## config.mk

```make
export PLATFORM = sky130hd
export DESIGN_NAME = button_conditioner
export DESIGN_NICKNAME = d
export VERILOG_FILES = /design/src/rtl/button_conditioner.sv
export SDC_FILE = /design/constraint.sdc
export NUM_CORES = 1
export LEC_CHECK = 0
export BUFFER_PORTS_ARGS = -buffer_cell sky130_fd_sc_hd__buf_2
export CAP_MARGIN = 20
export CELL_PAD_IN_SITES_DETAIL_PLACEMENT = 1
export CELL_PAD_IN_SITES_GLOBAL_PLACEMENT = 2
export CORE_ASPECT_RATIO = 1.1
export CORE_MARGIN = 2
export CORE_UTILIZATION = 30
export DETAILED_ROUTE_END_ITERATION = 6
export PLACE_DENSITY = 0.67
export SETUP_SLACK_MARGIN = 0.5
export SYNTH_ARGS = -nofsm -noshare
export SYNTH_HDL_FRONTEND = slang
export SYNTH_SLANG_ARGS = --single-unit
```

## constraint.sdc

```tcl
create_clock -name clka -period 3.2 [get_ports clka]
set_clock_uncertainty 0.1 [all_clocks]
set_input_delay 0 -clock clka [delete_from_list [all_inputs] [get_ports clka]]
set_output_delay 0 -clock clka [all_outputs]
set_load 0.01 [all_outputs]
```

## src/rtl/button_conditioner.sv

```systemverilog
// Five-channel board-control conditioner: 2-FF sync, debounce FSM, then level (stop) or press pulse.
// Define BTN_AUTOREPEAT_EN to add hold-to-repeat pulses on btn0/btn1.
module button_channel #(
  parameter int DEBOUNCE_CYCLES = 1000,
  parameter int CNT_W           = 20,
  parameter int REPEAT_DELAY    = 500000,
  parameter int REPEAT_RATE     = 100000,
  parameter bit LEVEL_OUT       = 1'b0,
  parameter bit REPEAT_CAP      = 1'b0
) (
  input  logic clka,
  input  logic rst_n,
  input  logic raw,
  output logic cond
);
`ifdef BTN_AUTOREPEAT_EN
  localparam bit RPT_BUILD = 1'b1;
`else
  localparam bit RPT_BUILD = 1'b0;
`endif
  // Repeat path is constant-false unless both the build and the channel enable it.
  localparam bit RPT_EN = RPT_BUILD && REPEAT_CAP;
  localparam logic [CNT_W-1:0] DEB_LAST = CNT_W'(DEBOUNCE_CYCLES - 1);
  localparam logic [CNT_W-1:0] RD_LAST  = CNT_W'(REPEAT_DELAY - 1);
  localparam logic [CNT_W-1:0] RR_LAST  = CNT_W'(REPEAT_RATE - 1);

  typedef enum logic [1:0] {RELEASED, PRESS_CHK, PRESSED, RELEASE_CHK} state_t;

  state_t           state, state_nxt;
  logic [1:0]       sync;
  logic [CNT_W-1:0] cnt, cnt_nxt, rcnt, rcnt_nxt;
  logic             rep, rep_nxt, pulse, pulse_nxt, level, s;

  assign s = sync[1];

  always_ff @(posedge clka or negedge rst_n) begin
    if (!rst_n) begin
      sync  <= '0;
      state <= RELEASED;
      cnt   <= '0;
      rcnt  <= '0;
      rep   <= 1'b0;
      pulse <= 1'b0;
    end else begin
      sync  <= {sync[0], raw};
      state <= state_nxt;
      cnt   <= cnt_nxt;
      rcnt  <= rcnt_nxt;
      rep   <= rep_nxt;
      pulse <= pulse_nxt;
    end
  end

  always_comb begin
    state_nxt = state;
    cnt_nxt   = cnt;
    rcnt_nxt  = rcnt;
    rep_nxt   = rep;
    pulse_nxt = 1'b0;
    case (state)
      RELEASED: if (s) begin
        state_nxt = PRESS_CHK;
        cnt_nxt   = '0;
      end
      PRESS_CHK: begin
        if (!s) begin
          state_nxt = RELEASED;
          cnt_nxt   = '0;
        end else if (cnt == DEB_LAST) begin
          state_nxt = PRESSED;
          cnt_nxt   = '0;
          rcnt_nxt  = '0;
          rep_nxt   = 1'b0;
          pulse_nxt = 1'b1;
        end else begin
          cnt_nxt = cnt + CNT_W'(1);
        end
      end
      PRESSED: begin
        if (!s) begin
          state_nxt = RELEASE_CHK;
          cnt_nxt   = '0;
          rcnt_nxt  = '0;
          rep_nxt   = 1'b0;
        end else if (RPT_EN) begin
          // First repeat after REPEAT_DELAY, then every REPEAT_RATE.
          if ((!rep && rcnt == RD_LAST) || (rep && rcnt == RR_LAST)) begin
            pulse_nxt = 1'b1;
            rep_nxt   = 1'b1;
            rcnt_nxt  = '0;
          end else begin
            rcnt_nxt = rcnt + CNT_W'(1);
          end
        end
      end
      RELEASE_CHK: begin
        if (s) begin
          state_nxt = PRESSED;
          cnt_nxt   = '0;
          rcnt_nxt  = '0;
          rep_nxt   = 1'b0;
        end else if (cnt == DEB_LAST) begin
          state_nxt = RELEASED;
          cnt_nxt   = '0;
        end else begin
          cnt_nxt = cnt + CNT_W'(1);
        end
      end
      default: begin
        state_nxt = RELEASED;
        cnt_nxt   = '0;
      end
    endcase
  end

  assign level = (state == PRESSED) || (state == RELEASE_CHK);
  assign cond  = LEVEL_OUT ? level : pulse;
endmodule

module button_conditioner #(
  parameter int DEBOUNCE_CYCLES = 1000,
  parameter int CNT_W           = 20,
  parameter int REPEAT_DELAY    = 500000,
  parameter int REPEAT_RATE     = 100000
) (
  input  logic clka,
  input  logic rst_n,
  input  logic stop_raw,
  input  logic prgm_raw,
  input  logic pp_raw,
  input  logic btn0_raw,
  input  logic btn1_raw,
  output logic stop,
  output logic prgm,
  output logic pp,
  output logic btn0,
  output logic btn1
);
  localparam int NUM_CH = 5;

  logic [NUM_CH-1:0] raw_vec, cond_vec;

  assign raw_vec = {btn1_raw, btn0_raw, pp_raw, prgm_raw, stop_raw};

  // Channel 0 (stop) is a level; channels 3/4 (btn0/btn1) may auto-repeat.
  for (genvar ch = 0; ch < NUM_CH; ch++) begin : g_ch
    button_channel #(
      .DEBOUNCE_CYCLES(DEBOUNCE_CYCLES),
      .CNT_W          (CNT_W),
      .REPEAT_DELAY   (REPEAT_DELAY),
      .REPEAT_RATE    (REPEAT_RATE),
      .LEVEL_OUT      (ch == 0),
      .REPEAT_CAP     (ch >= 3)
    ) u_chan (
      .clka (clka),
      .rst_n(rst_n),
      .raw  (raw_vec[ch]),
      .cond (cond_vec[ch])
    );
  end

  assign {btn1, btn0, pp, prgm, stop} = cond_vec;
endmodule

```

==> After elaboration in Yosys (flattened, before gate mapping) <==
Index checks and enable logic that the tools add are counted.
{ "classes": {"n_bitwise": 0, "n_reduce_logical": 16, "multipliers": 0, "n_lt_le_gt_ge": 0, "div_mod_pow": 0, "n_eq_ne": 40, "shift": 0, "muxes": 77, "add_sub_neg": 5} }
{ "ops": {"columns": ["cell", "count"], "rows": [
  ["2-to-1 mux 20 bit", 25],
  ["case mux 20 bit (4 select lines)", 5],
  ["adder 20 x 1 -> 20 bit, second input constant", 5],
  ["equality test 20 x 10 -> 1 bit, second input constant", 5],
  ["2-to-1 mux 2 bit", 30],
  ["case mux 2 bit (4 select lines)", 5],
  ["equality test 2 bit, second input constant", 10],
  ["AND reduction 4 bit", 5],
  ["inequality test 3 x 1 -> 1 bit, second input constant", 5],
  ["inequality test 3 bit, second input constant", 5],
  ["2-to-1 mux 1 bit", 12],
  ["equality test 2 x 1 -> 1 bit, second input constant", 5],
  ["logical NOT 2 bit", 5],
  ["inequality test 2 x 1 -> 1 bit, second input constant", 5],
  ["inequality test 2 bit, second input constant", 5],
  ["AND reduction 2 bit", 5],
  ["logical OR 1 bit", 1]
]} }
{ "totals": {"word_cells": 157, "romBits": 0, "ff_bits": 124, "mem_bits_rw": 0, "latchBits": 0, "mem_count": 0, "in_bits": 7} }

==> Depth between registers and ports, before layout <==
Gate-level depths: netlist of run 1.
{ "logic_depth": {"ltp_word": 4, "ltp_mapped": 8, "mapped_depth_nobuf": 6} }

==> By module <==
From an unflattened synthesis of run 1, not the netlist that was laid out.
{ "hier_totals": {"hier_cells": 701, "area_unflattened_um2": 6717.7} }
{ "by_module_without_submodules": {"columns": ["mod", "area_each_um2", "cells_per_inst", "seq_area_each_um2", "n_inst"], "rows": [
  ["button_channel (g_ch[1].u_chan ...)", 1350.0, 139, 625.6, 3],
  ["button_channel (g_ch[0].u_chan)", 1353.8, 142, 600.6, 1],
  ["button_channel (g_ch[4].u_chan)", 1313.8, 142, 625.6, 1]
]} }

==> Worst setup path before layout of run 1 <==
No wires, ideal clock.
{ "synth_timing": {"kind": "register to register", "from": "reg g_ch[3].u_chan.cnt[14]", "to": "reg (tool-made name)", "path_stages_with_launch": 5, "setup_slack_ps": 1035, "n_path_buf": 0, "period_less_slack_ps": 2165, "arrival_time_ps": 1940, "cell_sequence": "dfrtp_1 -> or4_4 -> or3_4 -> or3_1 -> mux2_4"} }
{ "synth_lines": {"columns": ["item", "line_no", "rtl"], "rows": [
  ["start, declared", "31", "logic [CNT_W-1:0] cnt, cnt_nxt, rcnt, rcnt_nxt;"],
  ["start signal, assigned", "47", "cnt <= cnt_nxt;"]
]} }

==> Final worst setup path of run 1 <==
{ "layout_timing": {"from": "reg g_ch[2].u_chan.cnt[0]", "to": "reg g_ch[2].u_chan.cnt[4]"} }
{ "layout_between": {"elab_chain_len": 4, "elab_cells_between_ends": 6} }
{ "layout_rtl": {"columns": ["item", "line_no", "rtl"], "rows": [
  ["start, declared", "31", null],
  ["start signal, assigned", "47", null],
  ["adder 20 x 1 -> 20 bit or equality test 20 x 10 -> 1 bit (tied branches)", null, null],
  ["2-to-1 mux 20 bit *", "69, 102", null],
  ["2-to-1 mux 20 bit (on tied branches)", "97, 66", null],
  ["case mux 20 bit (4 select lines) *", "60", "case (state)"]
]} }
Mark *: on every way between the ends. The rest lies on a longest branch, timed or not.
A chain may end at the register's enable or synchronous reset.

==> results of run 1 <==
-- placed cells by master, fill, tap and decap left out, types with 4 or more instances in the layout --
| master | synthesis | layout |
|---|---|---|
| o31ai_1 | 4 | 4 |
| xor2_1 | 5 | 5 |
| a21o_1 | 15 | 15 |
| o21ai_0 | 36 | 36 |
| a21oi_1 | 59 | 56 |
| clkbuf_16 | 0 | 17 |
| or3_1 | 8 | 8 |
| and2_1 | 7 | 7 |
| mux2i_1 | 9 | 9 |
| and3_1 | 16 | 16 |
| clkinv_4 | 0 | 5 |
| nand2b_1 | 16 | 16 |
| dlygate4sd3_1 | 0 | 6 |
| nor3_1 | 16 | 16 |
| inv_1 | 17 | 17 |
| buf_2 | 3 | 10 |
| a41oi_1 | 12 | 12 |
| bufinv_16 | 0 | 6 |
| nor4_1 | 18 | 18 |
| nand4_1 | 22 | 22 |
| nand3_1 | 55 | 55 |
| dfrtp_1 | 124 | 124 |
| ha_1 | 5 | 4 |
| buf_4 | 0 | 10 |
| a22o_1 | 8 | 8 |
| or4_1 | 9 | 9 |
| nand2_1 | 85 | 85 |
| a31oi_1 | 55 | 55 |
| nor2_1 | 31 | 31 |
| and4_1 | 4 | 4 |
| or2_2 | 4 | 4 |
-- report_power, final --
group	leakage [nW]	internal (mW)	switching, mW	total (mW)
registers	1.68	1.69	0.128	1.82
clock network	0.320	1.46	0.744	2.21
logic	1.11	0.409	0.837	1.25
total	3.11	3.56	1.71	5.27
-- flip-flops by register name, summed over array words and instances (netlist names), named ones only --
register,flops
g_ch.u_chan.cnt,100
g_ch.u_chan.sync,10
g_ch.u_chan.state,5
g_ch.u_chan.cond,4
-- how the worst min path moves through the flow --
stage | end | start | slack (ns) | cells past startpoint
after floorplan | asynchronous set/reset pin | rst_n | -0.40 | 0
after global placement | g_ch[2].u_chan.sync[0]$_DFF_PN0_ | pp_raw | 0.01 | 1
after detailed placement | g_ch[2].u_chan.sync[0]$_DFF_PN0_ | pp_raw | 0.01 | 1
after CTS | g_ch[2].u_chan.sync[0]$_DFF_PN0_ | pp_raw | 0.09 | 2
after global routing | g_ch[2].u_chan.sync[0]$_DFF_PN0_ | pp_raw | 0.10 | 2
final | g_ch[2].u_chan.sync[0]$_DFF_PN0_ | pp_raw | 0.11 | 2
-- routing by layer --
layer	track usage	part of all wire	up-vias
li1	-	-	2701
met1	0.200	0.47	2831
met2	0.275	0.50	45
met3	0.0354	0.022	14
met4	0.0523	0.011	0
met5	0	0	-
-- worst max-delay path, stage by stage (launching register included) --
cell	delay (ns)
dfrtp_1	0.39
ha_2	0.26
or4bb_1	0.51
nor4_2	0.25
a21oi_2	0.20
buf_8	0.21
buf_4	0.16
a41oi_1	0.24
a31oi_1	0.08
-- cells by family after synthesis --
kind of cell,after synthesis,synth area share
compound gates,208,0.201
xor+xnor,5,0.00680
buf+inv,47,0.0307
mux,14,0.0233
flops,124,0.482
fa+ha+maj,5,0.00972
simple gates,303,0.247
-- final cells by class --
type                            count  area [um2]
Timing Repair Buffer               28         211
Fill cell                        2427       13700
Clock buffer                       18         429
Inverter                           17        63.8
Tap cell                          290         363
Clock inverter                     14         244
Multi-Input combinational cell    535        3150
Sequential cell                   124        3100
-- repair_timing --
| item | 4_1_cts | 5_1_grt |
|---|---|---|
| setup endpoints to repair | 0 | 5 |
| endpoints found under the hold margin | 87 | 0 |
| gates resized for setup | 0 | 2 |
| hold buffers | 6 | 0 |
==> metrics.txt, run 1 <==
post-CTS setup buffers 0; minimum clock period 2.55 ns; Die ar. about 0.023 mm2; All-Layer GR Usage 0.160; largest net degree at the start of global routing 85; first-pass GRT wire length 29.0 mm; register-to-register setup slack 0.65 ns; DIE WIDTH between 100 and 150 um; wirelength, routed between 15 and 20 mm; CP Class reg -> reg; clk buf depth 2; actual slew at the worst max-slew pin 0.903 ns; post-route cell area 0.00757 mm2; kind of start point of the critical path flop; total congestion overflow 0; CTS Sinks 124; commonest register cell after synthesis dfrtp_1; Final Core Density 0.356; fraction of registers with async set/reset 1.00; Nets 735; later-pin clock latency in the skew report 0.42 ns; RSZ-0062 raised after global routing false; Pleak 3.11 nW; WL/cell between 15 and 20 um; vias per cell 5.45; DRT iter0 DRCs between 200 and 300; Die H 158 um; CTS tree done; FP Rows 56; ranking of synthesized cells by area dfrtp_1 (48%), a31oi_1 (5.3%), nand2_1 (5.0%); Hold Vio Cnt, Final 0; Worst Setup EP g_ch[2].u_chan.cnt[4]$_DFFE_PN0P_; layout cells sized above 1 0.101; Cells after DPL 987; cell taking the most area after synthesis dfrtp_1; IO Port Bufs 11; cts bufs inserted 17; core area about 0.021 mm2; pre-CTS setup slack 0.613 ns; reg2reg end g_ch[2].u_chan.cnt[4]$_DFFE_PN0P_; H-tree Lvls 4; Ys Warns 0; maximum clock rate slightly below 400 MHz; worst vdd ir 0.418 mV; Slew Limit Fails 0; crit path from g_ch[2].u_chan.cnt[0]$_DFFE_PN0P_; Tcrit/Tclk final 0.798; CP Data Required Time 3.38 ns; synth cell count leaders dfrtp_1 (124), nand2_1 (85), a21oi_1 (59); Final HPWL DP 11.5 mm; post-route setup slack 0.646 ns; Reg2Reg Depth 8; Setup TNS 0 ns; CP max FO 21; vias in the first global route around 5,900; via count 5,591; WHS 0.115 ns; crit path DAT 2.73 ns; antenna-violating nets left 0; IO Pins 12; power per cell area between 600 and 700 mW/mm2; initial antenna violation count 0; Mapped Area 0.00644 mm2; P&R area growth vs syn 17.5%; EDFF count, synth 0; Critical R2R Launch g_ch[2].u_chan.cnt[0]$_DFFE_PN0P_; max-cap check violation count 0; Slew headroom 0.396; clock transition at the registers of the reported paths 0.06 ns; register bit total from synthesis 124; CP Capture Type flop; initial core utilization 0.303; Syn Nets 718; Final GP Congestion 0.780; DRT Pass-1 Iters 4; Seq/Total Area, Yosys 0.482; post-synth cell types 55; Setup Viol. Count Final 0; most frequent cell after synthesis dfrtp_1; fin cells roughly 1,000; # diodes 0; top cell type's share of synthesized area 0.482; worst hold path class in -> reg; status finished clean; Syn Area/Cell 9.12 um2; Cell Area, Placed 0.00682 mm2; Syn Inst Count 706; Remaining DRCs 0; Pwr Total 5.27 mW; Clock Tree Root clkbuf_16
(Power assumes the default switching activity.)
==> inputs of run 2 (changes only) <==
--- a/config.mk
+++ b/config.mk
@@ -13,7 +13,7 @@
 export CORE_MARGIN = 2
 export CORE_UTILIZATION = 30
 export DETAILED_ROUTE_END_ITERATION = 6
-export PLACE_DENSITY = 0.67
+export PLACE_DENSITY = 0.7
 export SETUP_SLACK_MARGIN = 0.5
 export SYNTH_ARGS = -nofsm -noshare
 export SYNTH_HDL_FRONTEND = slang
==> constraint.sdc (replaced) <==
create_clock -name clka -period 2.3 [get_ports clka]
set_clock_uncertainty 0.1 [all_clocks]
set_input_delay 0 -clock clka [delete_from_list [all_inputs] [get_ports clka]]
set_output_delay 0 -clock clka [all_outputs]
set_load 0.01 [all_outputs]
==> run 2 against run 1 <==
  * Worst hold slack worse by 0.10 ns
  * First-iteration DRC count is 4.6% lower
  * Global-route usage is 3.0 points higher
  * Maximum frequency is 16% higher
  * Largest cell class unchanged
  * Die area stayed put
  * Final area is 27% higher
==> metrics.txt, run 2 (synthesized netlist as in run 1, its figures left out) <==
status finished clean; clk buf depth 2 (unchanged); DRT iter0 DRCs 249 (-4.6%); post-route setup slack 0.0965 ns (-0.550 ns); largest net degree at the start of global routing 55 (-35%); vias per cell 5.55 (+1.9%); first-pass GRT wire length 34.3 mm (+18%); RSZ-0062 raised after global routing true; Final HPWL DP 12.3 mm (+7.1%); power per cell area 928 mW/mm2 (+33%); Setup Viol. Count Final 0 (unchanged); CP Capture Type flop; CP max FO 4 (-81%); Setup TNS 0 ns (unchanged); later-pin clock latency in the skew report 0.43 ns (about the same); pre-CTS setup slack 0.0611 ns (-0.552 ns); Reg2Reg Depth 4 (-4); kind of start point of the critical path flop; DIE WIDTH 144 um (unchanged); CTS tree done; Nets 847 (+15%); actual slew at the worst max-slew pin 0.889 ns (-0.0140 ns); antenna-violating nets left 0 (unchanged); # diodes 0 (unchanged); via count 6,317 (+13%); Hold Vio Cnt, Final 0 (unchanged); Tcrit/Tclk final 0.958 (+0.160); Slew Limit Fails 0 (unchanged); initial antenna violation count 0 (unchanged); DRT Pass-1 Iters 4 (unchanged); initial core utilization 0.303 (unchanged); worst vdd ir 0.560 mV (+34%); clock transition at the registers of the reported paths 0.07 ns (about the same); vias in the first global route 6,715 (+14%); worst hold path class in -> async; Largest register FFs 100 (unchanged); CP Class reg -> reg; Final GP Congestion 0.834 (+6.9%); Reg with most FFs g_ch.u_chan.cnt; IO Pins 12 (unchanged); Die ar. 0.0227 mm2 (unchanged); IO Port Bufs 11 (unchanged); max-cap check violation count 0 (unchanged); busiest grt layer met2; commonest non-fill, non-tap cells in the layout dfrtp_1 (110), buf_4 (78), nand2_1 (72); All-Layer GR Usage 0.190 (+0.0298); routing usage on met2 0.339 (+0.0639); core area 0.0212 mm2 (unchanged); commonest non-fill, non-tap cell in the layout dfrtp_1; Die H 158 um (unchanged); GR Util met3 0.0372 (+0.00181); WHS 0.0143 ns (-0.101 ns); crit path DAT 2.41 ns (-0.32 ns); CP Data Required Time 2.50 ns (-0.88 ns); total congestion overflow 0 (unchanged); H-tree Lvls 4 (unchanged); cts bufs inserted 17 (unchanged); P&R area growth vs syn 48.7%; GR Util met1 0.226 (+0.0254); layout cells sized above 1 0.408 (+0.307); Top Registers g_ch.u_chan.cnt: 100 flops, g_ch.u_chan.sync: 10 flops, g_ch.u_chan.state: 5 flops; Pleak 3.93 nW (+26%); CTS Sinks 124 (unchanged); Clock Tree Root clkbuf_16; WL/cell 18.7 um (+12%); Remaining DRCs 0 (unchanged); maximum clock rate 454 MHz (+16%); Slew headroom 0.405 (+0.00937); minimum clock period 2.20 ns (-0.350 ns); FP Rows 56 (unchanged); wirelength, routed 21.3 mm (+24%)
-- run 2: cell types whose count changed in the layout (fill, tap and decap cells not counted), moves of 16 or more --
cell and delta:
buf_4 +68, a21oi_1 -35, buf_6 +29, a21oi_2 +27
o21ai_0 -24, o21ai_2 +16
-- run 2: stage by stage --
step / power [mW] / std cells / area, um2 / util
2_1_floorplan: 4.01 / 706 / 6730 / -
3_3_place_gp: 4.44 / 1025 / 7340 / 0.346
3_5_place_dp: 4.53 / 1025 / 7340 / 0.346
4_1_cts: 8.43 / 1112 / 8900 / 0.419
5_1_grt: 9.33 / 1138 / 9580 / 0.451
6_report: 8.89 / 1138 / 9580 / 0.451
-- run 2: final cells by class --
type,instances,area (um2)
Inverter,17,63.8
Timing Repair Buffer,136,1280
Sequential cell,124,3120
Tap cell,290,363
Fill cell,2312,11700
Clock inverter,11,165
Multi-Input combinational cell,539,4120
Clock buffer,21,470
-- run 2: final timing paths --
| path | end | slack (ns) | startpoint |
|---|---|---|---|
| max | flop | 0.1 | g_ch[3].u_chan.cnt[15]$_DFFE_PN0P_ |
| min | g_ch[1].u_chan.cnt[6]$_DFFE_PN0P_ | 0.01 | rst_n |
| max reg2reg | flop | 0.1 | g_ch[3].u_chan.cnt[15]$_DFFE_PN0P_ |
| min reg2reg | g_ch[0].u_chan.sync[1]$_DFF_PN0_ | 0.25 | g_ch[0].u_chan.sync[0]$_DFF_PN0_ |
| max in group asynchronous | g_ch[3].u_chan.cnt[3]$_DFFE_PN0P_ | 1.29 | rst_n |
| min in group clka | g_ch[2].u_chan.sync[0]$_DFF_PN0_ | 0.11 | pp_raw |
-- run 2: critical path, cell delays in order (launching register included) --
cell     delay (ns)
dfrtp_1        0.38
or4_4          0.54
or3_4          0.41
or3_4          0.35
mux2_4         0.30
-- run 2: what timing repair did --
| action | in CTS | in global routing |
|---|---|---|
| buffers inserted | 36 | 24 |
| pin swaps | 41 | 48 |
| endpoints found under the setup margin | 103 | 101 |
| gates cloned | 13 | 2 |
| hold buffers | 6 | 0 |
| resized for setup | 100 | 115 |
| hold endpoints to repair | 129 | 0 |
-- run 2: layer usage --
| layer | vias up | wire, um |
|---|---|---|
| met5 | - | 0 |
| met4 | 0 | 599 |
| met3 | 50 | 480 |
| met2 | 80 | 11000 |
| met1 | 3252 | 9220 |
| li1 | 2935 | - |
-- run 2: where the power goes --
| group | total, mW | internal, mW | switching, mW |
|---|---|---|---|
| Combinational | 3.39 | 1.62 | 1.77 |
| Clock | 2.94 | 1.90 | 1.04 |
| Sequential | 2.56 | 2.35 | 0.211 |
| Total | 8.89 | 5.86 | 3.02 |
